**src/rtl/mem_req_arbiter_rr.sv**
```systemverilog
// mem_req_arbiter_rr: round-robin arbiter sharing one RAM port among icache, dcache and scratchpad.
// Optional MEMARB_FIXED_PRIO_EN selects fixed priority dcache > icache > scratchpad.
module mem_req_arbiter_rr #(
   parameter int ADDR_W    = 32,
   parameter int DATA_W    = 32,
   parameter int MAX_RETRY = 3
) (
   input  logic              CLK,
   input  logic              rst,
   input  logic              iREN,
   input  logic [ADDR_W-1:0] iaddr,
   output logic              iwait,
   output logic [DATA_W-1:0] iload,
   input  logic              dREN,
   input  logic              dWEN,
   input  logic [ADDR_W-1:0] daddr,
   input  logic [DATA_W-1:0] dstore,
   output logic              dwait,
   output logic [DATA_W-1:0] dload,
   input  logic              sREN,
   input  logic              sWEN,
   input  logic [ADDR_W-1:0] saddr,
   input  logic [DATA_W-1:0] sstore,
   output logic              swait,
   output logic [DATA_W-1:0] sload,
   output logic              ramREN,
   output logic              ramWEN,
   output logic [ADDR_W-1:0] ramaddr,
   output logic [DATA_W-1:0] ramstore,
   input  logic [DATA_W-1:0] ramload,
   input  logic [1:0]        ramstate,
   output logic              err,
   output logic [1:0]        grant_id
);
   localparam int RW = $clog2(MAX_RETRY + 1);
   localparam logic [1:0] ACCESS = 2'd2;
   localparam logic [1:0] ERROR  = 2'd3;
   typedef enum logic [1:0] {IDLE, XFER, RETRY} state_t;
   state_t          state_q, state_d;
   logic [1:0]      owner_q, owner_d, last_q, last_d, pick;
   logic [RW-1:0]   retry_q, retry_d;
   logic [3:0]      req;
   logic            own_req, active, err_done, done, cmpl;
   assign req      = {sREN | sWEN, dREN | dWEN, iREN, 1'b0};
   assign own_req  = req[owner_q];
   assign active   = state_q == XFER && own_req;
   assign err_done = active && ramstate == ERROR && retry_q == RW'(MAX_RETRY);
   assign done     = active && (ramstate == ACCESS || err_done);
   assign cmpl     = state_q == XFER && ramstate == ACCESS;
`ifdef MEMARB_FIXED_PRIO_EN
   assign pick = req[2] ? 2'd2 : req[1] ? 2'd1 : req[3] ? 2'd3 : 2'd0;
`else
   logic [1:0] c1, c2, c3;
   assign c1   = last_q == 2'd3 ? 2'd1 : last_q + 2'd1;
   assign c2   = c1 == 2'd3 ? 2'd1 : c1 + 2'd1;
   assign c3   = c2 == 2'd3 ? 2'd1 : c2 + 2'd1;
   assign pick = req[c1] ? c1 : req[c2] ? c2 : req[c3] ? c3 : 2'd0;
`endif
   // last_q resets to icache so the rotation hands the first grant to dcache
   always_ff @(posedge CLK) begin
      if (rst) begin
         state_q <= IDLE;
         owner_q <= 2'd0;
         last_q  <= 2'd1;
         retry_q <= '0;
      end else begin
         state_q <= state_d;
         owner_q <= owner_d;
         last_q  <= last_d;
         retry_q <= retry_d;
      end
   end
   always_comb begin
      state_d = state_q;
      owner_d = owner_q;
      last_d  = last_q;
      retry_d = retry_q;
      case (state_q)
         IDLE: if (pick != 2'd0) begin
            state_d = XFER;
            owner_d = pick;
         end
         XFER: if (!own_req || done) begin
            state_d = IDLE;
            owner_d = 2'd0;
            last_d  = owner_q;
            retry_d = '0;
         end else if (ramstate == ERROR) begin
            state_d = RETRY;
            retry_d = retry_q + 1'b1;
         end
         RETRY: if (!own_req) begin
            state_d = IDLE;
            owner_d = 2'd0;
            last_d  = owner_q;
            retry_d = '0;
         end else state_d = XFER;
         default: state_d = IDLE;
      endcase
   end
   assign ramREN   = active && (owner_q == 2'd1 ? iREN : owner_q == 2'd2 ? dREN : sREN);
   assign ramWEN   = active && (owner_q == 2'd2 ? dWEN : owner_q == 2'd3 && sWEN);
   assign ramaddr  = !active ? '0 : owner_q == 2'd1 ? iaddr : owner_q == 2'd2 ? daddr : saddr;
   assign ramstore = (!active || owner_q == 2'd1) ? '0 : owner_q == 2'd2 ? dstore : sstore;
   assign err      = err_done;
   assign grant_id = owner_q;
   assign iwait    = req[1] && !(owner_q == 2'd1 && cmpl);
   assign dwait    = req[2] && !(owner_q == 2'd2 && cmpl);
   assign swait    = req[3] && !(owner_q == 2'd3 && cmpl);
   assign iload    = ramload;
   assign dload    = ramload;
   assign sload    = ramload;
endmodule

```
**config.mk**
```make
export PLATFORM = sky130hd
export DESIGN_NAME = mem_req_arbiter_rr
export DESIGN_NICKNAME = d
export VERILOG_FILES = /design/src/rtl/mem_req_arbiter_rr.sv
export SDC_FILE = /design/constraint.sdc
export NUM_CORES = 1
export LEC_CHECK = 0
export ABC_AREA = 1
export CELL_PAD_IN_SITES_DETAIL_PLACEMENT = 1
export CELL_PAD_IN_SITES_GLOBAL_PLACEMENT = 1
export CORE_MARGIN = 5
export CORE_UTILIZATION = 15
export DETAILED_ROUTE_END_ITERATION = 10
export PLACE_DENSITY_LB_ADDON = 0.1
export SYNTH_ARGS = -nofsm -noshare
export SYNTH_HDL_FRONTEND = slang
export SYNTH_SLANG_ARGS = --single-unit
```
**constraint.sdc**
```tcl
create_clock -name CLK -period 1.95 [get_ports CLK]
set_input_delay 0.195 -clock CLK [delete_from_list [all_inputs] [get_ports CLK]]
set_output_delay 0.195 -clock CLK [all_outputs]
set_load 0.02 [all_outputs]
```
Word-level counts from Yosys, hierarchy flattened
Cells that the tools add are included.
- add/sub/neg operators: 4
- magnitude comparators: 4
- equality and inequality tests: 15
- mux-type cells: 37
- bitwise gates (word level): 2
- reductions and logical operators: 30
- operator list (operator ; count):
    2-to-1 mux 32 bit ; 5
    2-to-1 mux 2 bit ; 16
    == test 2 bit, second input constant ; 9
    logical AND 1 bit ; 14
    < comparator 2 x 3 -> 1 bit, second input constant ; 4
    case mux 2 bit (3 select lines) ; 2
    adder 2 x 1 -> 2 bit, second input constant ; 4
    binary-select mux 1 bit (select 2 bit) ; 4
    2-to-1 mux 1 bit ; 8
    case mux 2 bit (2 select lines) ; 2
    AND reduction 3 bit ; 2
    zero test 1 bit ; 5
    == test 2 x 1 -> 1 bit, second input constant ; 2
    inequality test 2 bit, second input constant ; 2
    AND reduction 4 bit ; 1
    nonzero test 2 bit ; 2
    logical OR 1 bit ; 3
    inequality test 3 x 1 -> 1 bit, second input constant ; 1
    nonzero test 3 bit ; 1
    zero test 2 bit ; 1
    inequality test 2 x 1 -> 1 bit, second input constant ; 1
    bitwise OR 1 bit ; 2
    AND reduction 2 bit ; 1
- bits in registers: 8
- input bits: 201
- output and inout bits: 168
- word-level logic and storage cells: 96

Longest topological paths before layout
Gate-level depths: netlist of run 1.
- depth in word-level cells: 14
- depth in mapped cells: 14
- mapped depth without buffers: 14

Worst setup path before layout of run 1
No wires, ideal clock.
- kind: reg-to-output
- start point: register owner_q[0] (netlist: grant_id[0])
- end point: output ramaddr[1]
- arrival time: 1687 ps
- data required time: 1755 ps
- setup slack: 68 ps
- stages on the path, launching flop included: 7
- path buffers: 2
- cells stage by stage: dfxtp_1 -> inv_2 -> nor2_2 -> inv_2 -> buf_2 -> buf_2 -> a311oi_1
- cells in the longest elaborated chain, start to end: 4
- elaborated cells between the ends (all ways): 8
- classes of those cells: 2 x eq/ne; 5 x mux; 1 x reduce/logical
- ends and longest elaborated chain (what ; RTL line ; text):
    start: declaration ; 40 ; logic [1:0] owner_q, owner_d, last_q, last_d, pick;
    start signal: assignment ; 68 ; owner_q <= owner_d;
    == test 2 bit / binary-select mux 1 bit (select 2 bit) (equally long branches) ; 103, 45 ;
    2-to-1 mux 32 bit / 2-to-1 mux 1 bit (equally long branches) ; 103, 45 ;
    2-to-1 mux 32 bit / logical AND 1 bit (equally long branches) ; 103, 46 ;
    2-to-1 mux 32 bit * ; 103 ; assign ramaddr = !active ? '0 : owner_q == 2'd1 ? iaddr : owner_q == 2'd2 ? daddr : saddr;
    end: declaration ; 28 ; output logic [ADDR_W-1:0] ramaddr,
Mark *: on every way between the ends. The rest lies on a longest branch, timed or not. The select of a mux whose other input is x is not followed.

Final worst setup path of run 1
- start point: register owner_q[1] (netlist: grant_id[1])
- end point: output ramaddr[13]
Same word-level chain as after synthesis.

==> results of run 1 <==
==> sequential cells by signal, summed over array words and instances, names as in the netlist <==
signal    count
state_q       2
last_q        2
retry_q       2
grant_id      2
==> area by class of cell <==
type / instances / area share [%]
Clock buffer: 3 / 1.37
Inverter: 31 / 2.30
Multi-Input combinational cell: 326 / 35.4
Sequential cell: 8 / 3.08
Tap cell: 260 / 5.93
Timing Repair Buffer: 289 / 51.9
==> layout by cell type, fill, tap and decap left out, types with 5 or more instances in the layout <==
master | Yosys | routed
nand2_2 | 4 | 5
buf_2 | 19 | 9
a21oi_2 | 0 | 14
a21oi_1 | 42 | 24
inv_1 | 21 | 18
nor2_1 | 43 | 42
clkdlybuf4s50_1 | 0 | 165
buf_4 | 96 | 83
buf_12 | 0 | 13
buf_6 | 3 | 7
dfxtp_1 | 8 | 5
nand3_1 | 14 | 14
inv_2 | 9 | 10
nand2_1 | 167 | 165
dlygate4sd2_1 | 0 | 7
a311oi_2 | 28 | 31
==> layer usage <==
metal | track usage (%) | wire, um
met5 | 0 | 20
met2 | 26.4 | 8830
met4 | 1.60 | 111
met3 | 3.98 | 1430
met1 | 16.3 | 6880
==> metrics by stage <==
stage	area, sq um	hold slack (ps)	power (mW)	cells	TNS, ps
floorplan	2900	398	2.73	488	0
global placement	5160	390	4.28	901	-30780
detailed placement	5160	390	4.33	901	-31490
CTS	5160	390	4.83	911	-1410
global route	5490	390	5.55	917	-3330
finish	5490	390	5.11	917	-595
==> worst max-delay path: cells and delay by family (launching register included) <==
kind	cells	cell delay [ps]
AOI/OAI and AO/OA	1	230
buffers and inverters	5	870
DFF	1	350
and+or+nand+nor	1	140
==> power groups by stage <==
stage	registers [mW]	logic, mW	clock network, mW
global placement	0.289	3.99	0
detailed placement	0.295	4.04	0
floorplan	0.305	2.42	0
finish	0.306	4.45	0.358
global route	0.317	4.85	0.382
CTS	0.298	4.16	0.372
==> cells by family (layout without fill, tap and decap cells) <==
| family | Yosys count | count (layout) | synth area share (%) |
|---|---|---|---|
| simple gates | 239 | 239 | 33.3 |
| compound gates | 80 | 80 | 24.2 |
| buf+inv | 154 | 323 | 34.0 |
| fa+ha+maj | 7 | 7 | 3.02 |
| flops | 8 | 8 | 5.52 |
==> repair_timing <==
item / CTS / global route
endpoints found under the setup margin: 68 / 64
cloned: 3 / 1
endpoints found under the hold margin: 0 / 0
resized for setup: 296 / 86
pin swaps: 2 / 3
buffers inserted: 4 / 5
==> worst paths after layout <==
path	to	slack [ps]	depth (start not counted)
setup / recovery	ramaddr[13]	-70	7
setup reg to reg	grant_id[1]	220	13
hold / removal	dload[10]	390	0
hold reg to reg	retry_q[1]	500	2
==> impl_metrics.tcl, run 1 <==
set metrics [dict create \
    status "finished with violations" \
    violations "setup timing" \
    net-switching-power_mw 2.62 \
    overflow 0 \
    wire_per_inst_um 18.8 \
    criticalPathCategory "reg -> out" \
    antenna_found_initial 1 \
    cts_buffer_depth 2 \
    vias_per_cell 4.07 \
    utilization_pct 29.0 \
    synth_area_sq_um 2900 \
    chipWidth_um 149 \
    synth-async-reset-ratio_pct 0 \
    yosysTopAreaCell "buf_4" \
    fmax_mhz 495 \
    multi_input_area_sq_um 1940 \
    ys_seq_area_share_pct 5.52 \
    crit_path_frequent_cell "buf_4" \
    synth-seq-cells 8 \
    p_sw_share_pct 51.2 \
    yosysMostFrequentCell "nand2_1" \
    grt_max_degree 29 \
    gp_congestion 0.770 \
    p_int_mw 2.50 \
    power_density_nw_per_um2 932 \
    period_minus_slack_ps 2020 \
    cts.sinks 8 \
    synth_warnings 0 \
    tightest_slew_ps 302 \
    syn-num-nets 696 \
    grt_pass1_wl_um 24400 \
    grt_pass1_vias 3939 \
    synth_cell_types 24 \
    critical_path_required_ps 1750 \
    dieArea_sq_um 22200 \
    fin_skew_ps 2.27 \
    seqPwrFrac_pct 6.0 \
    synth_edf_count 0 \
    wl_um 17300 \
    fp.dieH_um 149 \
    num_rows 50 \
    critPathMaxFanout 18 \
    cts_root_buf "clkbuf_16" \
    timing.critical_path.cells "buf_4 > buf_4 > nor2_4 > inv_4 > bufbuf_16 > a311oi_2 > buf_4" \
    hold_buffers 0 \
    cp_slowest_cell "dfxtp_4" \
    post-dp-hpwl_um 14200 \
    hp-start "ramload[10]" \
    avgSynthCellArea_sq_um 5.94 \
    regArea_sq_um 169 \
    worst_slack_ps -69.8 \
    rsz0062_at_grt "yes" \
    r2r_start "last_q[1]" \
    timing.final.max_slew_violations 0 \
    combinationalPowerShare_pct 87.0 \
    initial_core_util_pct 15.3 \
    p_leak_nw 2.35 \
    clkPwrFrac_pct 7.0 \
    cts_buffers 3 \
    antenna_cells 0 \
    dp_slack_ps -580 \
    cts_tree "done" \
    syn2layout_area_growth_pct 89.3 \
    first_pass_iters 4 \
    vdd_drop_max_uv 424 \
    end_kind "output port" \
    report.final.setup_viol 26 \
    dr.first_iter.drc_count 87 \
    drc_errors 0 \
    via_count 3729 \
    cp-startpoint "grant_id[1]" \
    portBuffers 240 \
    grt_use_total_pct 14.0 \
    maxCapViolations 0 \
    relSlewSlack_pct 79.8 \
    coreArea_sq_um 18900 \
    ant_nets 0 \
    synth_cells 488 \
    crit_arrival_ps 1820 \
    synth_area_leaders "buf_4, nand2_1, a311oi_2" \
    cp_slowest_stage_delay_ps 350 \
    post-route-period-util_pct 104 \
    cp-start-kind "register" \
    clk_latency_ps 230 \
    synth.top_cells.by_count "nand2_1, buf_4, nor2_1" \
    hp-class "in -> out" \
    synth.top_cell.area_share_pct 24.9 \
    drive_above_1_share_pct 30.9 \
    hold_violations 0 \
    io_pins 369 \
    clkTransAtPathRegs_ps 40 \
    fillers 2345 \
    nets 867 \
    h-tree-depth 1 \
    synth_ff_type "dfxtp_1" \
]
No activity file was read; power rests on OpenSTA's default activity.
==> run 2: changes to the inputs <==
CAP_MARGIN = 25   (was default)
==> results of run 2 <==
No change in the layout: final DEF, timing and power equal those of run 1.
==> run 3: changes to the inputs <==
CORE_UTILIZATION = 14   (was 15)
clock period = 1.6 ns   (was 1.95 ns; I/O delays follow)
==> run 3 against run 2 <==
  * The flow still finishes with violations (setup timing)
  * Worst hold slack got worse by 70 ps
  * Power rose by 65%
  * Count of clock-buffer cells in the layout did not move
  * Die area rose by 6.7%
  * Register-to-register slack got worse by 420 ps
  * Cell count rose by 4.5%
  * Clock skew fell by 1.0 ps
  * Largest cell class unchanged
==> impl_metrics.tcl, run 3 (synthesis results as in run 1) <==
set metrics [dict create \
    cp_slowest_stage_delay_ps 380 \
    hold_depth 0 \
    fillers 2352 \
    h-tree-depth 1 \
    drc_errors 0 \
    cts.sinks 8 \
    initial_core_util_pct 14.3 \
    grt_pass1_wl_um 26600 \
    cp_top_family "buffers and inverters" \
    clkTransAtPathRegs_ps 40 \
    period_minus_slack_ps 1960 \
    hold_violations 0 \
    antenna_cells 0 \
    hold_ws_ps 320 \
    tightest_slew_ps 299 \
    dieArea_sq_um 23700 \
    final_common_cell "clkdlybuf4s50_1" \
    timing.critical_path.cells "inv_4 > o21ai_2 > nand2_2 > nor2_4 > buf_6 > nand2_8 > buf_16 > buf_12 > a21oi_4 > buf_6" \
    worst_slack_ps -360 \
    clk_latency_ps 230 \
    grt_use_total_pct 14.2 \
    overflow 0 \
    syn2layout_area_growth_pct 140 \
    criticalPathCategory "reg -> out" \
    setup-tns-final_ps -20590 \
    gp_congestion 0.789 \
    timing.final.max_slew_violations 0 \
    portBuffers 240 \
    cts_tree "done" \
    grt_max_degree 27 \
    report.final.setup_viol 73 \
    ant_nets 0 \
    vias_per_cell 4.12 \
    critPathMaxFanout 6 \
    io_pins 369 \
    critical_path_required_ps 1440 \
    fp.dieH_um 154 \
    drive_above_1_share_pct 43.3 \
    p_leak_nw 2.74 \
    post-route-period-util_pct 123 \
    post-dp-hpwl_um 14100 \
    relSlewSlack_pct 80.1 \
    maxCapViolations 0 \
    final_cell_mix "clkdlybuf4s50_1, nand2_1, buf_6" \
    cts_buffers 3 \
    end_kind "output port" \
    hp-class "in -> out" \
    first_pass_iters 4 \
    cp-start-kind "register" \
    rsz0062_at_grt "yes" \
    num_rows 52 \
    dpl_cell_area_sq_um 5700 \
    fmax_mhz 510 \
    cts_buffer_depth 2 \
    via_count 3944 \
    crit_path_frequent_cell "buf_6" \
    wire_per_inst_um 19.4 \
    grt_pass1_vias 4269 \
    cp_num_buf_inv 5 \
    dr.first_iter.drc_count 100 \
    power_density_nw_per_um2 1210 \
    crit_arrival_ps 1800 \
    worst-path-stages 10 \
    fin_skew_ps 1.25 \
    status "finished with violations" \
    cp_slowest_cell "dfxtp_4" \
    wl_um 18500 \
    nets 898 \
    rr_worst_depth 15 \
    antenna_found_initial 2 \
    chipWidth_um 154 \
    violations "setup timing" \
    vdd_drop_max_uv 518 \
    coreArea_sq_um 20300 \
    fin_area_sq_um 6960 \
    cts_root_buf "clkbuf_16" \
]
-- run 3: path summary, 6_finish.rpt --
check,startpoint,to,slack [ps]
max,grant_id[1],ramstore[28],-360
min,ramload[12],dload[12],320
max reg2reg,grant_id[1],retry_q[0],-200
min reg2reg,retry_q[1],retry_q[1],500
-- run 3: final cells by class --
| class | instances | area (sq um) | share of cell area [%] |
|---|---|---|---|
| tap | 270 | 338 | 4.86 |
| multi-input combinational | 326 | 2730 | 39.2 |
| timing repair buffer | 320 | 3500 | 50.3 |
| inverter | 31 | 143 | 2.05 |
| sequential | 8 | 174 | 2.50 |
| clock buffer | 3 | 75.1 | 1.08 |
-- run 3: metrics by stage --
step	utilization [%]	std cells	setup WS, ps	total power [mW]
floorplan	-	488	-66.6	3.84
global placement	28.1	924	-880	5.90
detailed placement	28.1	924	-874	5.99
CTS	32.5	949	-442	7.91
global route	34.3	958	-458	9.01
finish	34.3	958	-360	8.42
-- run 3: layer usage --
| layer | global-route usage, % | share of wire, % | up-vias | wire length [um] |
|---|---|---|---|---|
| met5 | 0 | 0.18 | - | 34 |
| met4 | 1.26 | 0.55 | 4 | 102 |
| met3 | 4.02 | 6.9 | 26 | 1280 |
| met2 | 26.7 | 52 | 170 | 9560 |
| met1 | 16.5 | 41 | 1839 | 7570 |
| li1 | - | - | 1905 | - |
-- run 3: report_power, final --
part           internal [mW]  switching (mW)  total [mW]
Sequential             0.302          0.0869       0.389
Clock                  0.322          0.0933       0.415
Combinational           3.53            4.08        7.62
-- run 3: worst register-to-register path, cell delays in order (launching register included) --
cell and delay [ps]:
dfxtp_4 380, inv_4 50, o21ai_2 120, nand2_2 90, nor2_4 160, buf_6 140, buf_4 110, buf_6 80
buf_6 90, buf_6 90, nand2_4 50, buf_6 120, nand4_1 60, nand3_1 80, nand2_1 70, nor2_1 40
-- run 3: what timing repair did --
item	in CTS	in global routing
gates resized for setup	491	76
pin swaps	14	25
hold buffers	0	0
endpoints found under the setup margin	75	77
buffers inserted	16	11
cloned	7	2
